### src/rtl/cpu_alu_x.sv
// cpu_alu_x -- single-issue integer ALU with a pipelined multiplier.
//
// Non-multiply opcodes complete one cycle after the accept cycle. Multiply
// opcodes (A..C) travel through an MPY_LATENCY-1 deep pipeline when
// MPY_LATENCY >= 2. Until that result emerges, o_busy is high and new
// requests are refused. i_abort empties the pipeline and suppresses the next
// o_valid.
//
// Ports:
//   i_clk    clock; all state changes on the rising edge
//   i_rst_n  asynchronous active-low reset
//   i_ce     accept strobe (ignored while o_busy or i_abort)
//   i_abort  flush any in-flight multiply
//   i_op     opcode, i_a / i_b operands
//   o_c      result, o_f flags {V,N,C,Z}; both hold while o_valid is low
//   o_valid  one-cycle completion pulse
//   o_busy   multiply in flight
module cpu_alu_x #(
  parameter int DW          = 32,
  parameter int MPY_LATENCY = 3,
  parameter bit OPT_EXTOPS  = 1'b1
) (
  input  logic          i_clk,
  input  logic          i_rst_n,
  input  logic          i_ce,
  input  logic          i_abort,
  input  logic [3:0]    i_op,
  input  logic [DW-1:0] i_a,
  input  logic [DW-1:0] i_b,
  output logic [DW-1:0] o_c,
  output logic [3:0]    o_f,
  output logic          o_valid,
  output logic          o_busy
);

  localparam logic [3:0] OP_SUB    = 4'h0;
  localparam logic [3:0] OP_AND    = 4'h1;
  localparam logic [3:0] OP_ADD    = 4'h2;
  localparam logic [3:0] OP_OR     = 4'h3;
  localparam logic [3:0] OP_XOR    = 4'h4;
  localparam logic [3:0] OP_LSR    = 4'h5;
  localparam logic [3:0] OP_LSL    = 4'h6;
  localparam logic [3:0] OP_ASR    = 4'h7;
  localparam logic [3:0] OP_BREV   = 4'h8;
  localparam logic [3:0] OP_LODILO = 4'h9;
  localparam logic [3:0] OP_MPYUHI = 4'hA;
  localparam logic [3:0] OP_MPYSHI = 4'hB;
  localparam logic [3:0] OP_MPY    = 4'hC;
  localparam logic [3:0] OP_ROL    = 4'hD;
  localparam logic [3:0] OP_POPC   = 4'hE;

  localparam logic [DW-1:0] DW_VAL = DW'(DW);
  localparam bit            MPY_PIPE = (MPY_LATENCY >= 2);
  localparam int            PD = MPY_PIPE ? MPY_LATENCY - 1 : 1;

  function automatic logic [DW-1:0] f_brev(input logic [DW-1:0] v);
    logic [DW-1:0] r;
    r = '0;
    for (int i = 0; i < DW; i++) r[i] = v[DW-1-i];
    return r;
  endfunction

  function automatic logic [DW-1:0] f_popc(input logic [DW-1:0] v);
    logic [DW-1:0] n;
    n = '0;
    for (int i = 0; i < DW; i++) n = n + {{(DW-1){1'b0}}, v[i]};
    return n;
  endfunction

  logic [DW:0]     add_s, sub_s, lsr_s, asr_s, lsl_s;
  logic [DW-1:0]   rol_amt_s, rol_s, res_s;
  logic [2*DW-1:0] mpy_a_s, mpy_b_s, prod_s;
  logic            mpy_sgn_s, v_s, c_s, n_s, addsub_s, is_mpy_s;
  logic [3:0]      flags_s;
  logic            accept_s, direct_s, busy_s, pipe_v_s;
  logic [DW-1:0]   pipe_c_s;
  logic [3:0]      pipe_f_s;
  logic [DW-1:0]   c_r;
  logic [3:0]      f_r;
  logic            valid_r;

  // Result and flag computation for the operation presented on the inputs.
  always_comb begin
    add_s = {1'b0, i_a} + {1'b0, i_b};
    sub_s = {1'b0, i_a} - {1'b0, i_b};
    // A guard bit below/above the operand catches the last bit shifted out;
    // shifts by the full unsigned b naturally saturate to 0 / all-sign.
    lsr_s = {i_a, 1'b0} >> i_b;
    asr_s = $signed({i_a, 1'b0}) >>> i_b;
    lsl_s = {1'b0, i_a} << i_b;
    rol_amt_s = i_b % DW_VAL;
    rol_s = (i_a << rol_amt_s) | (i_a >> (DW_VAL - rol_amt_s));
    // Sign-extending to 2*DW makes one unsigned multiply exact for both kinds.
    mpy_sgn_s = (i_op != OP_MPYUHI);
    mpy_a_s = {{DW{mpy_sgn_s & i_a[DW-1]}}, i_a};
    mpy_b_s = {{DW{mpy_sgn_s & i_b[DW-1]}}, i_b};
    prod_s = mpy_a_s * mpy_b_s;
    res_s = '0;
    c_s = 1'b0;
    v_s = 1'b0;
    case (i_op)
      OP_SUB: begin
        res_s = sub_s[DW-1:0];
        c_s = sub_s[DW];
        v_s = (i_a[DW-1] != i_b[DW-1]) & (sub_s[DW-1] != i_a[DW-1]);
      end
      OP_AND: res_s = i_a & i_b;
      OP_ADD: begin
        res_s = add_s[DW-1:0];
        c_s = add_s[DW];
        v_s = (i_a[DW-1] == i_b[DW-1]) & (add_s[DW-1] != i_a[DW-1]);
      end
      OP_OR:  res_s = i_a | i_b;
      OP_XOR: res_s = i_a ^ i_b;
      OP_LSR: begin
        res_s = lsr_s[DW:1];
        c_s = lsr_s[0];
        v_s = lsr_s[DW] ^ i_a[DW-1];
      end
      OP_LSL: begin
        res_s = lsl_s[DW-1:0];
        // A shift of exactly DW reports the operand sign bit as carry.
        c_s = (i_b == DW_VAL) ? i_a[DW-1] : lsl_s[DW];
        v_s = lsl_s[DW-1] ^ i_a[DW-1];
      end
      OP_ASR: begin
        res_s = asr_s[DW:1];
        c_s = asr_s[0];
      end
      OP_BREV:   res_s = f_brev(i_b);
      OP_LODILO: res_s = {i_a[DW-1:DW/2], i_b[DW/2-1:0]};
      OP_MPYUHI, OP_MPYSHI: res_s = (MPY_LATENCY == 0) ? '0 : prod_s[2*DW-1:DW];
      OP_MPY:    res_s = (MPY_LATENCY == 0) ? '0 : prod_s[DW-1:0];
      OP_ROL: begin
        if (OPT_EXTOPS) begin
          res_s = rol_s;
          c_s = rol_s[0];
        end else begin
          res_s = i_b;
        end
      end
      OP_POPC: begin
        if (OPT_EXTOPS) res_s = f_popc(i_b);
        else            res_s = i_b;
      end
      default: res_s = i_b;
    endcase
    addsub_s = (i_op == OP_ADD) | (i_op == OP_SUB);
    n_s = res_s[DW-1] ^ (addsub_s & v_s);
    flags_s = {v_s, n_s, c_s, (res_s == '0)};
    is_mpy_s = (i_op == OP_MPYUHI) | (i_op == OP_MPYSHI) | (i_op == OP_MPY);
  end

  assign accept_s = i_ce & ~i_abort & ~busy_s;
  assign direct_s = accept_s & ~(is_mpy_s & MPY_PIPE);

  if (MPY_PIPE) begin : g_pipe
    logic [PD-1:0] pv_r;
    logic [DW-1:0] pc_r [PD];
    logic [3:0]    pf_r [PD];
    logic          load_s;

    assign load_s = accept_s & is_mpy_s;

    // Multiply result pipeline; abort drops every in-flight valid bit.
    always_ff @(posedge i_clk or negedge i_rst_n) begin
      if (!i_rst_n) begin
        pv_r <= '0;
        for (int i = 0; i < PD; i++) begin
          pc_r[i] <= '0;
          pf_r[i] <= 4'h0;
        end
      end else if (i_abort) begin
        pv_r <= '0;
      end else begin
        pv_r[0] <= load_s;
        pc_r[0] <= res_s;
        pf_r[0] <= flags_s;
        for (int i = 1; i < PD; i++) begin
          pv_r[i] <= pv_r[i-1];
          pc_r[i] <= pc_r[i-1];
          pf_r[i] <= pf_r[i-1];
        end
      end
    end

    assign busy_s   = |pv_r;
    assign pipe_v_s = pv_r[PD-1];
    assign pipe_c_s = pc_r[PD-1];
    assign pipe_f_s = pf_r[PD-1];
  end else begin : g_nopipe
    assign busy_s   = 1'b0;
    assign pipe_v_s = 1'b0;
    assign pipe_c_s = '0;
    assign pipe_f_s = 4'h0;
  end

  // Output register: loads on direct completion or pipeline exit, else holds.
  always_ff @(posedge i_clk or negedge i_rst_n) begin
    if (!i_rst_n) begin
      c_r <= '0;
      f_r <= 4'h0;
      valid_r <= 1'b0;
    end else if (i_abort) begin
      valid_r <= 1'b0;
    end else if (direct_s) begin
      c_r <= res_s;
      f_r <= flags_s;
      valid_r <= 1'b1;
    end else if (pipe_v_s) begin
      c_r <= pipe_c_s;
      f_r <= pipe_f_s;
      valid_r <= 1'b1;
    end else begin
      valid_r <= 1'b0;
    end
  end

  assign o_c     = c_r;
  assign o_f     = f_r;
  assign o_valid = valid_r;
  assign o_busy  = busy_s;

endmodule

### config.mk
export PLATFORM = sky130hd
export DESIGN_NAME = cpu_alu_x
export DESIGN_NICKNAME = d
export VERILOG_FILES = /design/src/rtl/cpu_alu_x.sv
export SDC_FILE = /design/constraint.sdc
export NUM_CORES = 2
export LEC_CHECK = 0
export CAP_MARGIN = 20
export CELL_PAD_IN_SITES_DETAIL_PLACEMENT = 0
export CELL_PAD_IN_SITES_GLOBAL_PLACEMENT = 2
export CORE_ASPECT_RATIO = 0.5
export CORE_MARGIN = 2
export CORE_UTILIZATION = 37
export CTS_CLUSTER_DIAMETER = 40
export DETAILED_ROUTE_END_ITERATION = 7
export PLACE_DENSITY = 0.87
export SLEW_MARGIN = 5
export SYNTH_ARGS = -nofsm -noshare
export SYNTH_HDL_FRONTEND = slang
export SYNTH_SLANG_ARGS = --single-unit
### constraint.sdc
create_clock -name i_clk -period 2.15 [get_ports i_clk]
set_input_delay 0.215 -clock i_clk [delete_from_list [all_inputs] [get_ports i_clk]]
set_output_delay 0.215 -clock i_clk [all_outputs]
set_load 0.03 [all_outputs]
==> summary.md <==
| Metric | Value |
|---|---|
| Clock network latency to the later pin of the worst-skew pair | 0.36 ns |
| Number of DRC violations after detailed routing | 657 |
| Buf/Inv on CP | 13 |
| Final hold vios | 0 |
| Via count | 62,900 |
| Fraction of the mapped netlist area in compound gates | 13.0% |
| Clock tree from TritonCTS | built |
| Placer's final routability congestion estimate | 1.26 |
| Number of DRC markers in iteration 0 | 10,100 |
| First-pass DRT Iterations | 8 |
| Clock net sink count | 111 |
| Root Buffer | clkbuf_16 |
| Count of standard-cell rows | 102 |
| Utilization of the core after routing | 51.4% |
| Fin Clk Skew | 0.0104 ns |
| Top-Level Pins | 110 |
| Global-route wire length before repair | 439 mm |
| Syn avg cell area | 8.33 um2 |
| Setup repair after global routing missed its margin | true |
| Die area | 159,000 um2 |
| Setup-violating endpoint count in the final report | 73 |
| Data arrival time at the worst-slack endpoint | 9.13 ns |
| Count of input and output buffers | 109 |
| Die height | 283 um |
| Proportion of synthesized area in mux cells | 6.21% |
| Post-synthesis instance total | 6,916 |
| All-Layer GR Usage | 38.4% |
| Most frequent cell on the critical path | fa_1 |
| Growth of design area from synthesis to finish | 38.0% |
| Initial core utilization | 37.2% |
| Synth Area in Adders | 46.9% |
| Fraction of final layout cells sized beyond drive strength 1 | 31.9% |
| Sequential cell area fraction in the yosys report | 4.82% |
| Setup crit end kind | flop |
| Antenna viol nets, final | 0 |
| Count of warnings emitted by yosys | 0 |
| Flip-flop and latch count after synthesis | 111 |
| Min Clock Period, post-route | 8.85 ns |
| Number of antenna violations at the first check in global routing | 24 |
| Largest delay share family, worst path | adder cells |
| Die Width | 562 um |
| Clock transition at the registers of the reported paths | 0.08 ns |
| Area after DPL | 73,800 um2 |
| Final count of pins violating max slew | 0 |
| Final global-route overflow total | 0 |
| Pin count of the biggest net entering global routing | 65 |
| Status | finished, violations left |
| Post-synth cell types | 99 |
| Drt total wl | 313 mm |
| Proportion of register bits with asynchronous set or reset after synthesis | 100% |
| Max_cap viols | 0 |
| Detailed-placement wirelength estimate | 259 mm |
| Final non-filler cell area | 79,500 um2 |
| Remaining max-slew budget at the tightest pin | 9.46% |
| Dominant combinational cell family by area after synthesis | adder cells |
| Setup crit start kind | input pin |
| Xor-xnor portion of the synthesized cell area | 1.35% |
| Largest stage delay, worst path | 0.56 ns |
| Area share of the largest cell type after synthesis | 40.0% |
| Mapped cell area | 57,600 um2 |
| Top area cells in the synthesized netlist | fa_1 (40%), inv_1 (8.1%), nand2_1 (7.1%), ha_1 (6.9%), dfrtp_1 (4.8%) |
| Basic-gate share of the synthesized area counting and, or, nand and nor cells | 16.0% |
| Number of vias per cell after detailed routing | 5.95 |
| WS Path Type | in2reg |
| Fill cell count | 14,400 |
| Worst-path maximum fanout | 6 |
| Worst slew pin tran | 1.35 ns |
| Max H-tree Level | 3 |
| Net Count, Synth | 8,456 |
| TritonCTS buffer count | 9 |
| Crit path max-delay cell type | fa_1 |
| Final Worst Setup Slack | -6.70 ns |
| Share of the clock period used by the worst path after layout | 412% |
| Failing checks | DRC, setup timing |
| Worst EP required | 2.43 ns |
| Maximum root-to-sink buffer count | 2 |
| Via count of the first global-routing pass | 61,200 |
| Top_reg_cell synth | dfrtp_1 |
| Class of the worst hold path | in2reg |
| CORE AREA | 155,000 um2 |
| Count of flip-flops with a built-in enable after synthesis | 0 |
| Max Clock Freq | 113 MHz |
| Net count, final | 10,000 |
| Cell type contributing the most total cell area after synthesis | fa_1 |
| Routed wirelength normalized by instance count | 29.6 um |
## per-layer routing
layer	track usage, %	share of wire, %
met1	50.6	38
met2	50.1	37
met3	20.3	18
met5	4.40	0.26
met4	18.9	7.1
## flip-flops by register name, indices dropped and copies added, names as in the netlist
signal and count:
g_pipe.pc_r 32, o_f 4, o_valid 1, g_pipe.pv_r 2, g_pipe.pf_r 4, pipe_c_s 32
pipe_f_s 4, o_c 32
## synthesized netlist by cell type, types with 38 or more instances
cell      instances
a211oi_1         52
a21o_1           40
a21oi_1         238
a22oi_1          49
a31oi_1          46
buf_1           101
buf_2            60
clkbuf_1        295
dfrtp_1         111
fa_1           1151
ha_1            317
inv_1          1244
mux2_2           67
mux2i_1         116
mux4_2           72
nand2_1        1092
nand2b_1         38
nand3_1          76
nand4_1          39
nor2_1          542
nor2b_1          45
nor3_1           95
o211ai_1         52
o21ai_0         239
o22ai_1          38
xnor2_1          57
## metrics by stage
stage	instances	hold WS, ns	TNS, ns	worst slack, ns
floorplan	6916	-0.0806	-392.46	-6.44
global placement	10400	0.212	-490.43	-8.39
detailed placement	10400	0.215	-494.79	-8.42
CTS	10500	0.324	-391.96	-6.56
global route	10600	0.331	-409.80	-6.82
finish	10600	0.324	-403.05	-6.70
## placed cells by master (no fill, tap or decap), drive strengths merged, types with 19 or more instances in the layout
cell type / Yosys / layout
o21bai: 22 / 22
xnor2: 57 / 57
clkdlybuf4s50: 0 / 40
a221oi: 28 / 28
xor2: 32 / 32
nor2: 542 / 542
a21o: 40 / 40
nor2b: 45 / 45
o31ai: 25 / 25
o21a: 20 / 20
mux4: 73 / 73
mux2i: 116 / 116
o32ai: 20 / 20
ha: 317 / 317
or3: 25 / 25
and3: 27 / 27
buf: 179 / 1962
nor4: 39 / 39
o211ai: 52 / 52
a21oi: 238 / 238
a22oi: 49 / 49
nand2b: 38 / 38
clkinv: 30 / 26
and2: 26 / 26
nand3: 76 / 76
nor3: 97 / 97
nand2: 1093 / 1093
o21ai: 244 / 244
dfrtp: 111 / 111
clkbuf: 295 / 21
mux2: 68 / 68
a211oi: 52 / 52
fa: 1151 / 1151
o22ai: 38 / 38
inv: 1248 / 1244
a31oi: 46 / 46
o2111ai: 19 / 19
nand4: 39 / 39
## area by class of cell
type	count	area, um2	share of cell area, %
antenna	16	40.0	0.0504
timing repair buffer	2019	17700	22.2
clock buffer	9	225	0.283
sequential	111	2780	3.50
tap	2080	2600	3.27
inverter	1278	4920	6.19
clock inverter	7	100	0.126
multi-input combinational	5053	51100	64.3
## worst paths after layout
check	from	end	slack, ns	depth (start not counted)
worst max-delay path	i_op[0]	o_f[0]	-6.70	38
worst min-delay path	i_abort	o_f[3]	0.32	4
worst max register to register	g_pipe.pv_r[1]	o_c[21]	-0.20	6
worst min register to register	g_pipe.pc_r[32]	g_pipe.pc_r[32]	0.49	2
max in group asynchronous	i_rst_n	o_c[22]	1.12	3
min in group asynchronous	i_rst_n	pipe_f_s[2]	0.37	2
## worst reg2reg max path, cell delays in order (launching register included)
cell and delay [ns]:
dfrtp_1 0.38, or2_2 0.31, or3b_2 0.50, or3_1 0.38, buf_4 0.23, or3_1 0.39
o21ai_1 0.08
## repair_timing
action,in CTS,in global routing
hold buffers,1,0
pin swaps,165,132
endpoints found under the hold margin,33,0
resized for setup,536,416
setup buffers,155,100
gates cloned,0,4
endpoints found under the setup margin,74,73
## logic make-up (layout without fill, tap and decap cells)
| family | Yosys count | count (layout) |
|---|---|---|
| XOR/XNOR | 89 | 89 |
| AO/OA/AOI/OAI | 1109 | 1109 |
| multiplexers | 257 | 257 |
| AND/OR/NAND/NOR | 2130 | 2130 |
| other | 0 | 16 |
| buffers and inverters | 1752 | 3313 |
| flip-flops | 111 | 111 |
| adder cells (fa/ha/maj) | 1468 | 1468 |
Power is left out: the tool's default activity adds up to more than one toggle a clock period on the data nets, which glitch-free logic cannot reach.
